==> config.mk <==
export PLATFORM = sky130hd
export DESIGN_NAME = pipe_ctrl
export DESIGN_NICKNAME = d
export VERILOG_FILES = /design/src/rtl/pipe_ctrl.sv
export SDC_FILE = /design/constraint.sdc
export NUM_CORES = 1
export LEC_CHECK = 0
export ABC_AREA = 1
export CORE_ASPECT_RATIO = 0.6
export CORE_MARGIN = 2
export CORE_UTILIZATION = 45
export CTS_CLUSTER_DIAMETER = 40
export DETAILED_ROUTE_END_ITERATION = 6
export GPL_ROUTABILITY_DRIVEN = 0
export PLACE_DENSITY_LB_ADDON = 0.3
export SYNTH_ARGS = -nofsm -noshare
export SYNTH_HDL_FRONTEND = slang
export SYNTH_SLANG_ARGS = --single-unit
==> constraint.sdc <==
create_clock -name clk -period 1.2 [get_ports clk]
set_input_delay 0.18 -clock clk [delete_from_list [all_inputs] [get_ports clk]]
set_output_delay 0.18 -clock clk [all_outputs]
set_load 0.05 [all_outputs]
==> src/rtl/pipe_ctrl.sv <==
// pipe_ctrl: decoded control-word pipeline with stall/flush and a HALT drain FSM.
//   Optional feature macro: ILLEGAL_TRAP_EN. When it is defined, a valid illegal opcode
//   is handled like HALT and sets err. When it is undefined, illegal opcodes become
//   bubbles and err is tied to 0.
//   Ports:
//     clk, rst_n (async, active-low)
//     instr[15:0]   opcode = instr[15:11], function = instr[1:0]
//     in_valid, stall, flush
//     ex_alu_src[2:0], ex_invA, ex_invB, ex_cin   stage-1 (EX) ALU controls
//     mem_write                                   stage STAGES-1 (MEM)
//     wb_reg_write, wb_mem_to_reg, wb_reg_dst[1:0], wb_valid   stage STAGES (WB)
//     dump (one-cycle pulse when HALT reaches WB), halted, err
module pipe_ctrl #(
    parameter int STAGES = 3
) (
    input  logic        clk,
    input  logic        rst_n,
    input  logic [15:0] instr,
    input  logic        in_valid,
    input  logic        stall,
    input  logic        flush,
    output logic [2:0]  ex_alu_src,
    output logic        ex_invA,
    output logic        ex_invB,
    output logic        ex_cin,
    output logic        mem_write,
    output logic        wb_reg_write,
    output logic        wb_mem_to_reg,
    output logic [1:0]  wb_reg_dst,
    output logic        wb_valid,
    output logic        dump,
    output logic        halted,
    output logic        err
);
    typedef struct packed {
        logic [2:0] alu_src;
        logic       inv_a;
        logic       inv_b;
        logic       cin;
        logic       mem_write;
        logic       mem_to_reg;
        logic       reg_write;
        logic [1:0] reg_dst;
    } ctl_t;
    typedef enum logic [1:0] {RUN, DRAIN, HALTED} state_t;

    state_t     r_state, w_state_nx;
    logic [1:0] r_cnt, w_cnt_nx;
    ctl_t       r_ctl [1:STAGES];
    logic       r_v   [1:STAGES];
    logic       r_h   [1:STAGES];
    ctl_t       w_ctl;
    logic [4:0] w_op;
    logic [1:0] w_fn;
    logic       w_iv, w_ill, w_trap, w_v_in, w_h_in, w_load, w_kill, w_unused;

    assign w_op     = instr[15:11];
    assign w_fn     = instr[1:0];
    assign w_unused = ^instr[10:2];
    assign w_iv     = in_valid && r_state == RUN;
    assign w_ill    = w_op[4:1] == 4'b0001;
    assign w_v_in   = w_iv && !w_ill;
    assign w_h_in   = (w_iv && w_op == 5'b00000) || w_trap;
    assign w_load   = !stall && !flush;
    // A flush while the HALT still sits in stage 1 cancels the halt: the HALT is
    // discarded instead of advancing, and the FSM returns to RUN.
    assign w_kill   = flush && r_h[1];

`ifdef ILLEGAL_TRAP_EN
    logic r_err;
    assign w_trap = w_iv && w_ill;
    always_ff @(posedge clk or negedge rst_n) begin
        if (!rst_n) r_err <= 1'b0;
        else if (w_load && w_trap) r_err <= 1'b1;
    end
    assign err = r_err;
`else
    assign w_trap = 1'b0;
    assign err    = 1'b0;
`endif

    always_comb begin
        w_ctl            = '0;
        w_ctl.alu_src    = (w_op[4:1] == 4'b0100 || w_op[4:1] == 4'b1000 || w_op == 5'b10011) ? 3'd1 :
                           (w_op[4:1] == 4'b0101 || w_op[4:2] == 3'b101) ? 3'd2 :
                           (w_op == 5'b11000) ? 3'd3 :
                           (w_op == 5'b10010) ? 3'd4 :
                           (w_op[4:2] == 3'b011) ? 3'd5 :
                           (w_op == 5'b11001 || w_op[4:2] == 3'b001) ? 3'd6 :
                           (w_op[4:1] == 4'b0000) ? 3'd7 : 3'd0;
        {w_ctl.inv_a, w_ctl.inv_b, w_ctl.cin} =
            (w_op == 5'b01001 || w_op == 5'b11101 || (w_op == 5'b11011 && w_fn == 2'b01)) ? 3'b101 :
            (w_op == 5'b01011 || (w_op == 5'b11011 && w_fn == 2'b11)) ? 3'b010 :
            (w_op == 5'b11100 || w_op == 5'b11110 || w_op[4:2] == 3'b011) ? 3'b011 : 3'b000;
        w_ctl.mem_write  = w_op == 5'b10000 || w_op == 5'b10011;
        w_ctl.mem_to_reg = w_op == 5'b10001;
        w_ctl.reg_write  = w_op[4:2] == 3'b010 || w_op[4:2] == 3'b101 || w_op == 5'b10001 ||
                           w_op == 5'b10010 || w_op == 5'b10011 || w_op[4:3] == 2'b11 ||
                           w_op[4:1] == 4'b0011;
        w_ctl.reg_dst    = (w_op[4:3] == 2'b11 && w_op != 5'b11000) ? 2'd0 :
                           (w_op[4:2] == 3'b010 || w_op[4:2] == 3'b101 || w_op == 5'b10001 ||
                            w_op[4:1] == 4'b0000) ? 2'd1 :
                           (w_op == 5'b10000 || w_op == 5'b10010 || w_op == 5'b10011 ||
                            w_op == 5'b11000 || w_op[4:2] == 3'b011) ? 2'd2 :
                           (w_op[4:2] == 3'b001) ? 2'd3 : 2'd0;
    end

    // r_h tags the HALT (or trapped illegal op) as it travels; a trapped illegal op
    // carries the tag with valid=0 so it never shows up as a real instruction.
    always_ff @(posedge clk or negedge rst_n) begin
        if (!rst_n) begin
            for (int i = 1; i <= STAGES; i++) begin
                r_v[i]   <= 1'b0;
                r_h[i]   <= 1'b0;
                r_ctl[i] <= '0;
            end
        end else begin
            if (flush || !stall) begin
                r_v[1]   <= w_load && w_v_in;
                r_h[1]   <= w_load && w_h_in;
                r_ctl[1] <= (w_load && w_v_in) ? w_ctl : '0;
            end
            if (!stall) begin
                for (int i = 2; i <= STAGES; i++) begin
                    r_v[i]   <= r_v[i-1] && !(i == 2 && w_kill);
                    r_h[i]   <= r_h[i-1] && !(i == 2 && w_kill);
                    r_ctl[i] <= (i == 2 && w_kill) ? '0 : r_ctl[i-1];
                end
            end
        end
    end

    always_ff @(posedge clk or negedge rst_n) begin
        if (!rst_n) begin
            r_state <= RUN;
            r_cnt   <= 2'd0;
        end else begin
            r_state <= w_state_nx;
            r_cnt   <= w_cnt_nx;
        end
    end

    // The counter tracks the HALT's distance to WB; both reach WB together.
    assign dump = r_state == DRAIN && r_cnt == 2'd0 && r_h[STAGES];

    always_comb begin
        w_state_nx = r_state;
        w_cnt_nx   = r_cnt;
        case (r_state)
            RUN: begin
                if (w_load && w_h_in) begin
                    w_state_nx = DRAIN;
                    w_cnt_nx   = 2'(STAGES - 1);
                end
            end
            DRAIN: begin
                if (w_kill) begin
                    w_state_nx = RUN;
                    w_cnt_nx   = 2'd0;
                end else if (dump) w_state_nx = HALTED;
                else if (!stall && r_cnt != 2'd0) w_cnt_nx = r_cnt - 2'd1;
            end
            default: ;
        endcase
    end

    assign ex_alu_src    = r_v[1] ? r_ctl[1].alu_src : 3'd0;
    assign ex_invA       = r_v[1] && r_ctl[1].inv_a;
    assign ex_invB       = r_v[1] && r_ctl[1].inv_b;
    assign ex_cin        = r_v[1] && r_ctl[1].cin;
    assign mem_write     = r_v[STAGES-1] && r_ctl[STAGES-1].mem_write;
    assign wb_reg_write  = r_v[STAGES] && r_ctl[STAGES].reg_write;
    assign wb_mem_to_reg = r_v[STAGES] && r_ctl[STAGES].mem_to_reg;
    assign wb_reg_dst    = r_v[STAGES] ? r_ctl[STAGES].reg_dst : 2'd0;
    assign wb_valid      = r_v[STAGES];
    assign halted        = r_state == HALTED;
endmodule

== Word-level counts from Yosys, hierarchy flattened ==
Index checks and enable logic that the tools add are counted.
W data, S select, Z words.

* Input port bits: 21
* Output and inout port bits: 15
* Register bits after elaboration: 30

* Mux-type cells: 27
* Reductions and logical operators: 55
* Add/sub/neg operators: 1
* Eq/ne operators: 31

{| class="wikitable"
|+ Operators with widths
! cell !! number
|-
| $eq A5 B5 Y1 const B || 10
|-
| $mux W2 || 14
|-
| $mux W3 || 9
|-
| $logic_or A1 B1 Y1 || 22
|-
| $logic_and A1 B1 Y1 || 21
|-
| $mux W11 || 1
|-
| $eq A5 B4 Y1 const B || 2
|-
| $eq A4 B3 Y1 const B || 2
|-
| $pmux W2 S2 || 2
|-
| $eq A2 B2 Y1 const B || 3
|-
| $eq A3 B2 Y1 const B || 2
|-
| $ne A3 B3 Y1 const B || 2
|-
| $logic_not A5 Y1 || 1
|-
| $mux W5 || 1
|-
| $ne A5 B5 Y1 const B || 1
|-
| $eq A2 B1 Y1 const B || 2
|-
| $eq A4 B1 Y1 const B || 1
|-
| $eq A4 B2 Y1 const B || 1
|-
| $eq A4 B4 Y1 const B || 1
|-
| $logic_not A1 Y1 || 4
|-
| $logic_not A2 Y1 || 2
|-
| $logic_not A4 Y1 || 1
|-
| $reduce_and A4 Y1 || 1
|-
| $reduce_bool A2 Y1 || 2
|-
| 6 further kinds || 6
|}

== Logic depth before layout (Yosys ltp) ==
* Word-level depth: 9
* Depth in mapped cells: 9
* Depth with buffers taken out: 9

== Least setup slack after synthesis ==
OpenSTA, ideal clock, no wires.

* Path kind: register to output
* Start point: reg r_v, in the netlist wb_valid
* End point: out wb_reg_write
* Required time: 1020 ps
* Data arrival time: 1087 ps
* Buffers on the path: 0
* Cell stages (with the launch flop): 3
* Setup slack: -67 ps
* Path through: dfrtp_1 > nand2_1 > inv_1

* Word-level cells in the longest chain between the ends: 1

{| class="wikitable"
|+ Ends and longest elaborated chain
! element !! RTL line !! text
|-
| start, declared || 50 || <nowiki>logic r_v [1:STAGES];</nowiki>
|-
| start signal, assigned by index || 125 || <nowiki>r_v[i] <= r_v[i-1] && !(i == 2 && w_kill);</nowiki>
|-
| $logic_and A1 B1 Y1 || 172 || <nowiki>assign wb_reg_write = r_v[STAGES] && r_ctl[STAGES].reg_write;</nowiki>
|-
| end, declared || 27 || <nowiki>output logic wb_reg_write,</nowiki>
|}

Every way passes these cells.

== Worst setup path in the final report ==
* Start point: reg r_cnt[0]
* End point: out dump

* Word-level cells in the longest chain between the ends: 3

{| class="wikitable"
|+ Ends and longest elaborated chain
! element !! RTL line !! text
|-
| start, declared || 48 || <nowiki>logic [1:0] r_cnt, w_cnt_nx;</nowiki>
|-
| start signal, assigned || 139 || <nowiki>r_cnt <= w_cnt_nx;</nowiki>
|-
| $logic_not A2 Y1 || 144 || <nowiki>assign dump = r_state == DRAIN && r_cnt == 2'd0 && r_h[STAGES];</nowiki>
|-
| $logic_and A1 B1 Y1 (2 in series) || 144 ||
|-
| end, declared || 31 || <nowiki>output logic dump,</nowiki>
|}

Every way passes these cells.

==> run summary <==
MaxCap Viol Count -> 0
Setup TNS -> -0.572 ns
Iter 0 DRT Violations -> 109
DRC -> 0
Setup WS post-layout -> -0.186 ns
VDD IR max -> 582 µV
Top post-synthesis cells by count -> nand2_1, inv_1, dfrtp_1
Number of enable flip-flop cells after synthesis -> 0
Synth area leader -> dfrtp_1
Vias in the first global route -> 1,561
Share of cells above drive strength 1 -> 0.421
Yosys warnings -> 0
Unique masters post-synth -> 25
Critical Path AT -> 1.21 ns
Critical path launch point type -> flip-flop
Synthesis-to-finish area growth -> 55.2%
Sequential Power Share -> 0.396
H-tree depth -> 2
Gate Count Post-Synth -> 233
Crit. End Element -> output pin
Post-DP HPWL -> 2.78 mm
CP required -> 1.02 ns
Fmax -> 721 MHz
Vias/cell -> 5.03
ANT cells -> 0
Final hold vios -> 0
Largest net degree at the start of global routing -> 31
Clk_lat worst skew -> 0.28 ns
Hold slack -> 0.255 ns
Kind of critical path -> flip-flop to output pin
Min Clock Period, post-route -> 1.39 ns
Post-cts hold buffer count -> 0
CTS root buf -> clkbuf_8
WL per Instance -> 12.1 µm
Tcrit/Tclk final -> 1.16
Nets -> 313
Final ANT Viol Nets -> 0
Seq/Total Area, Yosys -> 0.446
Initial core utilization -> 0.465
Post-synth top area share -> 0.446
CTS Buf Count -> 5
Final Util -> 0.722
Finished Layout Cells -> 339
Violated checks -> negative setup slack
I/O Pins -> 36
Result of the run -> complete, but fails checks
Mapped Nets -> 255
Sw Share -> 0.217
Fin. max-slew vios -> 0
Max Root-Sink Buffers -> 2
Initial antenna violation count -> 0
Worst Clk Skew -> 0.00759 ns
Dominant synthesized flop cell -> dfrtp_1
Row cnt -> 17
Cell with the most instances after synthesis -> nand2_1
RSZ-0062 raised after global routing -> true
Async S/R FF share, synth -> 1.00
Switch Pwr -> 558 µW
Final Setup Violations -> 17
Core area -> 3620 µm²
Clock share of power -> 0.498
Yosys reg bits -> 30
DR pass1 iterations -> 4
Comb power frac -> 0.107
Die H -> 51.4 µm
Syn Area/Cell -> 7.22 µm²
Vias -> 1,704
Chip width -> 82.9 µm
First-pass GRT wire length -> 6.79 mm
CTS Sinks -> 30
DRT Wirelength -> 4.09 mm
Leakage power -> 0.00139 µW
Top cells by area, synth -> dfrtp_1, nand2_1, inv_1, o21ai_0, nand3_1
Mapped Area -> 1680 µm²
Die Footprint -> 4260 µm²
CTS tree -> yes
Pwr Density -> 984 nW/µm²
DP Cell Count -> 322
Tot GR Track Use -> 0.204
Crit Path Max Fanout -> 2
Reg clk slew, reported paths -> 0.07 ns
Remaining Overflow, GRT -> 0
Internal -> 2010 µW
IO Port Bufs -> 25
Hold WC Path Type -> input pin to async pin
worst max-delay path: stages, from the launching register on:
cell,delay (ns)
dfrtp_1,0.39
inv_1,0.06
ha_2,0.18
nand3_2,0.09
inv_2,0.08
buf_12,0.13
what timing repair did:
action | in CTS | in global routing
cloned | 1 | 0
endpoints found under the setup margin | 27 | 30
pin swaps | 6 | 16
resized for setup | 27 | 39
buffers inserted | 5 | 3
final timing paths:
path,startpoint,endpoint,slack [ns],cells after the start
max,r_cnt[0],dump,-0.19,5
min,rst_n,r_ctl[2],0.26,2
max reg2reg,r_state[0],r_cnt[1],-0.07,8
min reg2reg,r_cnt[1],r_cnt[1],0.48,2
max in group asynchronous,rst_n,r_state[0],0.76,2
min in group clk,instr[15],r_ctl[27],0.43,5
power groups by stage:
| stage | clock [µW] | sequential (µW) | combinational, µW |
|---|---|---|---|
| final | 1280 | 1020 | 274 |
| after global routing | 1340 | 1020 | 300 |
| after CTS | 1290 | 1020 | 251 |
| after detailed placement | 0 | 1040 | 248 |
| after global placement | 0 | 1040 | 245 |
| after floorplan | 0 | 1040 | 132 |
sequential cells by signal (all words and copies together) (netlist names):
register  count
r_ctl        20
r_cnt         2
r_v           2
r_h           3
wb_valid      1
r_state       2
cell usage in the layout, fill, tap and decap left out:
cell type	count
clkdlybuf4s50_1	4
buf_12	15
o31ai_1	1
nor2_2	11
nand3_1	14
nand3_2	2
bufinv_16	2
o21ai_2	3
o21ai_0	15
inv_2	18
o22ai_1	1
dlymetal6s2s_1	2
nand2_4	2
buf_4	31
dfrtp_1	27
nand4_1	2
nand3b_1	1
dlygate4sd2_1	5
inv_1	21
conb_1	1
nand2_1	59
o21ai_1	3
buf_6	3
a22o_1	1
nor2_4	5
a21oi_2	1
nand3_4	1
nand2_2	18
nor2_1	8
a21oi_1	3
clkbuf_8	6
nor3_1	1
inv_4	1
ha_2	1
dfrtp_2	3
cells by family after synthesis:
logic type / after synthesis / synth area share
other: 1 / 0.00223
and+or+nand+nor: 123 / 0.317
AOI/OAI and AO/OA: 28 / 0.0878
buffers and inverters: 50 / 0.139
adders and majority gates: 1 / 0.00744
DFF: 30 / 0.446
routing by layer:
layer  share of wire  track usage
met5               0            0
met2            0.46        0.308
met4          0.0044       0.0738
met3           0.073       0.0582
met1            0.47        0.282
cell type report:
type	instances	area, µm²
fill	259	1010
multi-input combinational	154	826
sequential	30	754
timing repair buffer	60	676
inverter	40	153
clock buffer	6	82.6
clock inverter	2	60.1
tap	47	58.8
through the flow:
step	instance area, µm²	setup slack [ns]	power [µW]
finish	2610	-0.186	2570
global route	2610	-0.246	2650
CTS	2500	-0.173	2560
detailed placement	2270	-0.500	1280
global placement	2270	-0.411	1280
floorplan	1690	0.00191	1170
Power figures use the tool's default switching activity.
